## src/rtl/addsub_cmd_sequencer.sv

```systemverilog
// Command front-end for the 4-bit adder/subtractor: buffers add/sub commands,
// issues them with a settle cycle, and captures results into a valid/ready register.
module addsub_cmd_sequencer #(
  parameter int DEPTH = 4,
  parameter int CNTW  = 8
) (
  input  logic            clk,
  input  logic            rst_n,
  input  logic            in_valid,
  output logic            in_ready,
  input  logic [3:0]      in_a,
  input  logic [3:0]      in_b,
  input  logic            in_op,
  output logic [3:0]      add_a,
  output logic [3:0]      add_b,
  output logic            add_cin,
  input  logic [3:0]      add_s,
  input  logic            add_ca,
  output logic            out_valid,
  input  logic            out_ready,
  output logic [3:0]      out_s,
  output logic            out_ca,
  output logic            out_op,
  output logic [CNTW-1:0] done_count
);

  localparam int AW = $clog2(DEPTH);

  typedef enum logic [1:0] {S_EMPTY, S_WAIT, S_CAPT} state_t;

  state_t      state;
  logic [8:0]  mem [DEPTH];
  logic [AW:0] wptr;
  logic [AW:0] rptr;
  logic        full;
  logic        empty;
  logic        push;
  logic        pop;
  logic        res_free;
  logic        capture;

  // Extra pointer MSB distinguishes full from empty when the low bits match.
  assign full     = (wptr[AW] != rptr[AW]) && (wptr[AW-1:0] == rptr[AW-1:0]);
  assign empty    = (wptr == rptr);
  assign in_ready = !full;
  assign push     = in_valid && !full;
  assign res_free = !out_valid || out_ready;
  assign capture  = (state == S_CAPT) && res_free;
  assign pop      = !empty && ((state == S_EMPTY) || capture);

  always_ff @(posedge clk) begin
    if (push) mem[wptr[AW-1:0]] <= {in_a, in_b, in_op};
  end

  always_ff @(posedge clk or negedge rst_n) begin
    if (!rst_n) begin
      wptr <= '0;
      rptr <= '0;
    end else begin
      if (push) wptr <= wptr + 1'b1;
      if (pop)  rptr <= rptr + 1'b1;
    end
  end

  // Issue register only changes on a pop, so the adder inputs stay stable through WAIT and CAPT.
  always_ff @(posedge clk or negedge rst_n) begin
    if (!rst_n) begin
      state   <= S_EMPTY;
      add_a   <= '0;
      add_b   <= '0;
      add_cin <= 1'b0;
    end else begin
      if (pop) {add_a, add_b, add_cin} <= mem[rptr[AW-1:0]];
      case (state)
        S_EMPTY: if (pop) state <= S_WAIT;
        S_WAIT:  state <= S_CAPT;
        S_CAPT:  if (capture) state <= pop ? S_WAIT : S_EMPTY;
        default: state <= S_EMPTY;
      endcase
    end
  end

  always_ff @(posedge clk or negedge rst_n) begin
    if (!rst_n) begin
      out_valid  <= 1'b0;
      out_s      <= '0;
      out_ca     <= 1'b0;
      out_op     <= 1'b0;
      done_count <= '0;
    end else begin
      if (capture) begin
        out_valid <= 1'b1;
        out_s     <= add_s;
        out_ca    <= add_ca;
        out_op    <= add_cin;
      end else if (out_ready) begin
        out_valid <= 1'b0;
      end
      if (out_valid && out_ready) done_count <= done_count + CNTW'(1);
    end
  end

endmodule

```

## config.mk

```make
export PLATFORM = sky130hd
export DESIGN_NAME = addsub_cmd_sequencer
export DESIGN_NICKNAME = d
export VERILOG_FILES = /design/src/rtl/addsub_cmd_sequencer.sv
export SDC_FILE = /design/constraint.sdc
export NUM_CORES = 1
export LEC_CHECK = 0
export CAP_MARGIN = 20
export CORE_UTILIZATION = 52
export CTS_BUF_LIST = sky130_fd_sc_hd__clkbuf_2 sky130_fd_sc_hd__clkbuf_4 sky130_fd_sc_hd__clkbuf_8
export DETAILED_ROUTE_END_ITERATION = 8
export PLACE_DENSITY = 0.89
export SLEW_MARGIN = 25
export SYNTH_ARGS = -nofsm -noshare
export SYNTH_HDL_FRONTEND = slang
export SYNTH_SLANG_ARGS = --single-unit
```

## constraint.sdc

```tcl
create_clock -name clk -period 1.9 [get_ports clk]
set_input_delay 0.285 -clock clk [delete_from_list [all_inputs] [get_ports clk]]
set_output_delay 0.285 -clock clk [all_outputs]
set_load 0.01 [all_outputs]
```

==> metrics, run 1 <==
Hold Crit Class in -> async; pre-CTS setup slack -0.0667 ns; Core Rows 25; relative slew slack 73.2%; Startpoint Class flop; Yosys cell types 22; Via density 5.22; worst path arrival time 1.49 ns; DP Area 0.00323 mm^2; min setup slack post-route around 0.12 ns; Synth Area in Simple Gates 4.86%; clk buf depth 2; final setup violation count 0; GPL Wtd Cong 0.728; compound-gate portion of the synthesized area 1.17%; Syn Std Cell Area roughly 0.0027 mm^2; Num CTS Buffers 9; Placed Cells 261; Register-to-Register Path Depth 5; vias in the first global route ~1,600; nature of the critical path endpoint output port; most common cell after layout, fill and taps aside clkdlybuf4s50_1; sequential area share after synthesis roughly 70%; fillcell total 319; RSZ-0062 raised after global routing no; worst setup path endpoint in_ready; routed via count around 1,500; FF-to-FF End add_a[2]$_DFFE_PN0P_; post-route cell area 0.00347 mm^2; die height 73.8 um; GRT overflow 0; period utilization a little over nine tenths; Mean Syn Cell Area between 15 and 20 um^2; leakage power 1.35 nW; DR iter-0 viols 39; FF-to-FF Start wptr[1]$_DFFE_PN0P_; # H-tree levels 3; Pwr per Cell Area 1740 mW/mm^2; nets@finish 231; Post-Synth Adder-Cell Area 2.80%; First-pass DRT Iterations 4; CTS tree yes; Post-route DRC 0; Avg WL per Cell approximately 18 um; Global Route Usage Sum between 20% and 30%; antenna-violating nets left 0; post-layout power 6.06 mW; Core ar. roughly 0.0048 mm^2; initial antenna violation count 0; Fin Clk Skew 0.00487 ns; Worst-path clk slew ~0.070 ns; share of flip-flops with an asynchronous set or reset 47.1%; hold buffer count at cts 0; Max-Cap Viols 0; mux share of post-synthesis cell area 15.1%; CP required 1.62 ns; die width 73.8 um; post-DP HPWL around 3500 um; Syn Nets approximately 170; Final Critical Period 1.78 ns; Max VDD drop slightly above 800 uV; Yosys warning total 0; Post-synth EDFFs 36; global-route wire length before repair 7910 um; top cells by area, synth edfxtp_1 (40%), dfrtp_1 (30%), mux2_2 (7.6%); share of layout cells above drive strength 1 a little over a quarter; CP Class reg -> out; Total Die Area 0.00544 mm^2; worst slew pin tran 0.402 ns; Syn-to-layout area delta 29.8%; flop-to-flop setup slack 0.17 ns; status completed; Root Driver clkbuf_8; Clock Latency Late Sink 0.34 ns; FF+latch count, synth 68; share of the synthesized area in the top cell type 40.4%; Final Hold Fails 0; Fmax around 560 MHz; I/O Buffers 42; Synth Area in XOR/XNOR 4.58%; initial core utilization approximately 55%; fin cells 279; largest family of logic cells by synthesized area multiplexers; instance count of the mapped netlist 148; Antenna diodes 0; Most used DFF post-synth edfxtp_1; Max FO, Critical Path 3; DRT Wirelength between 5000 and 6000 um; cell taking the most area after synthesis edfxtp_1; largest net degree at the start of global routing 33; leading cell types in the layout, fill and taps excluded clkdlybuf4s50_1 (41), edfxtp_1 (36), dfrtp_1 (32); Final Max Tran Viols 0; total clock sinks 68; I/O Pins 43; Worst setup startpoint rptr[0]$_DFFE_PN0P_
==> stage by stage <==
step	setup TNS, ns	hold slack, ns	utilization, %
3_5_place_dp	-0.592	0.466	66.6
5_1_grt	0	0.391	71.7
3_3_place_gp	-0.226	0.460	66.6
4_1_cts	0	0.355	71.6
6_report	0	0.348	71.7
2_1_floorplan	0	-0.0106	-
==> what timing repair did <==
action	in CTS	in global routing
setup endpoints to repair	1	37
resized for setup	3	4
cloned	0	0
buffers inserted	2	0
pin swaps	2	0
==> cells in the mapped netlist (all sizes together) (3+ instances only) <==
library cell	instances
nand2	9
mux2	18
xor2	4
nor2	3
nand2b	3
dfrtp	32
mux4	9
edfxtp	36
ha	6
xnor2	10
and3	5
==> critical path, stage by stage (launching register included) <==
cell           delay, ns
dfrtp_1             0.42
xnor2_2             0.24
nand3b_1            0.17
dlygate4sd2_1       0.32
==> kinds of logic after synthesis <==
logic type | after synthesis
flip-flops | 68
multiplexers | 27
AND/OR/NAND/NOR | 25
XOR/XNOR | 14
buffers and inverters | 6
adder cells (fa/ha/maj) | 6
AO/OA/AOI/OAI | 2
==> layout make-up <==
type | count | area (um^2) | area share, %
Inverter | 2 | 7.51 | 0.216
Timing Repair Buffer | 52 | 507 | 14.6
Sequential cell | 68 | 1880 | 54.2
Tap cell | 67 | 83.8 | 2.41
Clock buffer | 10 | 131 | 3.78
Clock inverter | 6 | 78.8 | 2.27
Multi-Input combinational cell | 74 | 785 | 22.6
==> registers in the layout, summed over array words and instances (netlist names), 2 cells and up <==
| register | flops |
|---|---|
| add_a | 4 |
| state | 2 |
| add_b | 4 |
| mem | 36 |
| done_count | 8 |
| rptr | 3 |
| wptr | 3 |
| out_s | 4 |
==> how the worst min path moves through the flow <==
stage	slack, ns	endpoint
floorplan	-0.01	add_a[0]$_DFFE_PN0P_
global placement	0.46	done_count[7]$_DFFE_PN0P_
detailed placement	0.47	done_count[7]$_DFFE_PN0P_
CTS	0.36	done_count[1]$_DFFE_PN0P_
global route	0.39	add_b[2]$_DFFE_PN0P_
finish	0.35	add_b[2]$_DFFE_PN0P_
==> routing by layer <==
metal	track usage [%]	wire, um	share of wire (%)	up-vias
met5	0	0	0	-
met2	39.9	2910	57	37
met3	6.45	199	3.9	10
met1	21.5	1890	37	746
met4	11.1	131	2.6	0
li1	-	-	-	662
==> where the power goes <==
part | switching (mW) | leakage (nW) | internal [mW]
logic | 1.00 | 0.528 | 1.40
registers | 0.318 | 0.716 | 2.08
clock network | 0.514 | 0.102 | 0.740
total | 1.83 | 1.35 | 4.22
Note: power is estimated with default switching activity, not from simulation.
==> run 2: changes to the inputs <==
- CTS_CLUSTER_SIZE: unset -> 16
- GPL_TIMING_DRIVEN: unset -> 0
- TNS_END_PERCENT: unset -> 50
==> run 2 against run 1 <==
  * Worst setup slack got worse by 0.040 ns
  * Non-clock buffer count decreased by 2
  * Worst hold slack got worse by 0.34 ns
  * Critical endpoint is now add_a[2]$_DFFE_PN0P_
  * Final area decreased by 0.68%
  * Sequential share of layout area increased by 0.41 points
  * Critical path type is now reg -> reg
  * Register-to-register slack got worse by 0.09 ns
  * Sequential power about the same
==> metrics, run 2 (synthesis gave the netlist of run 1 again) <==
CP required 2.12 ns (+0.50 ns); Final Hold Fails 0 (unchanged); nature of the critical path endpoint flop; leading cell types in the layout, fill and taps excluded clkdlybuf4s50_1 (40), edfxtp_1 (36), dfrtp_1 (31); Pwr per Cell Area 1740 mW/mm^2 (-0.33%); critical path, cell by cell xnor2_2 -> buf_4 -> a311oi_4 -> buf_6 -> mux2_2; Clock Latency Late Sink 0.34 ns (about the same); RSZ-0062 raised after global routing no; max reg flops 36 (unchanged); Core Rows 25 (unchanged); final setup violation count 0 (unchanged); share of layout cells above drive strength 1 26.7% (-0.69 points); Hold Crit Class in -> async; nets@finish 229 (-0.87%); Post-route DRC 0 (unchanged); initial antenna violation count 0 (unchanged); Antenna diodes 0 (unchanged); register area 0.00188 mm^2 (about the same); register share of total power 40.1% (+0.5 points); total clock sinks 68 (unchanged); Comb pwr share 38.1% (-1.5 points); Buf+Inv Stages, Crit Path 2 (+1); CP delay by family, top flip-flops; setup TNS 0 ns (unchanged); Root Driver clkbuf_8; fin cells 277 (-0.72%); global-route wire length before repair 7220 um (-8.6%); Syn-to-layout area delta 28.9%; period utilization 95.7% (+2.1 points); pre-CTS setup slack -0.235 ns (-0.168 ns); routed via count 1,442 (-0.89%); Fin Clk Skew 0.00434 ns (-0.000530 ns); Worst Hold Margin 0.00450 ns (-0.343 ns); Clock Power Share 21.8% (+1.1 points); DRT Wirelength 4510 um (-12%); worst slew pin tran 0.724 ns (+0.322 ns); fillcell total 328 (+2.8%); # H-tree levels 3 (unchanged); vias in the first global route 1,520 (-7.3%); CP peak stage delay 0.45 ns (+0.03 ns); Final Critical Period 1.82 ns (+0.0401 ns); leakage power 1.34 nW (-0.11%); min setup slack post-route 0.0815 ns (-0.0401 ns); Max FO, Critical Path 10 (+7); Core ar. 0.00485 mm^2 (unchanged); CP Class reg -> reg; CTS tree yes; DR iter-0 viols 64 (+64%); First-pass DRT Iterations 4 (unchanged); die width 73.8 um (unchanged); Max VDD drop 940 uV (+16%); Avg WL per Cell 16.3 um (-11%); Register-to-Register Path Depth 5 (unchanged); Worst-path clk slew 0.07 ns (about the same); GPL Wtd Cong 0.691 (-5.2%); Via density 5.21 (-0.18%); clk buf depth 2 (unchanged); die height 73.8 um (unchanged); initial core utilization 55.2% (unchanged); P_int 4.25 mW (+0.59%); I/O Pins 43 (unchanged); GRT overflow 0 (unchanged); Placed Cells 257 (-1.5%); Final Max Tran Viols 0 (unchanged); post-DP HPWL 2950 um (-15%); most common cell after layout, fill and taps aside clkdlybuf4s50_1; largest net degree at the start of global routing 33 (unchanged); antenna-violating nets left 0 (unchanged); Global Route Usage Sum 19.5% (-2.0 points); Levels on crit path 5 (+2); worst path arrival time 2.04 ns (+0.55 ns); Multi-input gate area 787 um^2 (+0.32%); Max-Cap Viols 0 (unchanged); I/O Buffers 42 (unchanged); status completed; Fmax 550 MHz (-2.2%); Num CTS Buffers 9 (unchanged); NetSw 1.75 mW (-4.7%); relative slew slack 51.7% (-21 points); Switching Fraction 29.2% (-1.1 points); slowest CP cell dfrtp_1; Startpoint Class flop; Total Die Area 0.00544 mm^2 (unchanged)
## run 2: changes by cell type in the layout (fill, tap and decap cells not counted), sizes merged
cell	before	now
clkbuf	10	16
clkdlybuf4s50	41	40
clkinv	3	0
clkinvlp	1	0
buf	10	7
## run 2: power by group through the flow
stage	Sequential, mW	Combinational [mW]	Clock, mW
final	2.40	2.28	1.31
after global routing	2.46	2.46	1.39
after CTS	2.40	2.29	1.34
after detailed placement	2.41	2.15	0
after global placement	2.36	2.07	0
after floorplan	2.45	1.26	0
## run 2: per-layer routing
| layer | share of wire [%] | GRT usage (%) |
|---|---|---|
| met5 | 0 | 0 |
| met3 | 4.5 | 7.68 |
| met2 | 55 | 32.5 |
| met1 | 39 | 22.3 |
| met4 | 1.7 | 8.55 |
## run 2: repair_timing
item,in CTS,in global routing
buffers inserted,4,0
hold buffers,0,0
setup endpoints to repair,1,6
gates resized for setup,5,0
pin swaps,3,1
## run 2: final timing paths
check | startpoint | to | slack (ns)
worst max-delay path | wptr[1]$_DFFE_PN0P_ | add_a[2]$_DFFE_PN0P_ | 0.08
worst min-delay path | rst_n | done_count[0]$_DFFE_PN0P_ | 0.004
worst max register to register | wptr[1]$_DFFE_PN0P_ | add_a[2]$_DFFE_PN0P_ | 0.08
worst min register to register | done_count[7]$_DFFE_PN0P_ | done_count[7]$_DFFE_PN0P_ | 0.49
max in group asynchronous | rst_n | wptr[0]$_DFFE_PN0P_ | 1.39
min in group clk | done_count[7]$_DFFE_PN0P_ | done_count[7]$_DFFE_PN0P_ | 0.49
## run 2: final cells by class
type / instances / area share, %
Clock buffer: 14 / 4.68
Buffer: 4 / 0.689
Inverter: 2 / 0.218
Tap cell: 67 / 2.43
Timing Repair Buffer: 46 / 12.9
Sequential cell: 68 / 54.6
Clock inverter: 2 / 1.74
Multi-Input combinational cell: 74 / 22.8
## run 2: per-stage QoR
step | power, mW | instance area [um^2] | util, %
finish | 5.99 | 3450 | 71.2
floorplan | 3.71 | 2680 | -
CTS | 6.03 | 3450 | 71.2
detailed placement | 4.56 | 3180 | 65.5
global route | 6.31 | 3450 | 71.2
global placement | 4.43 | 3180 | 65.6
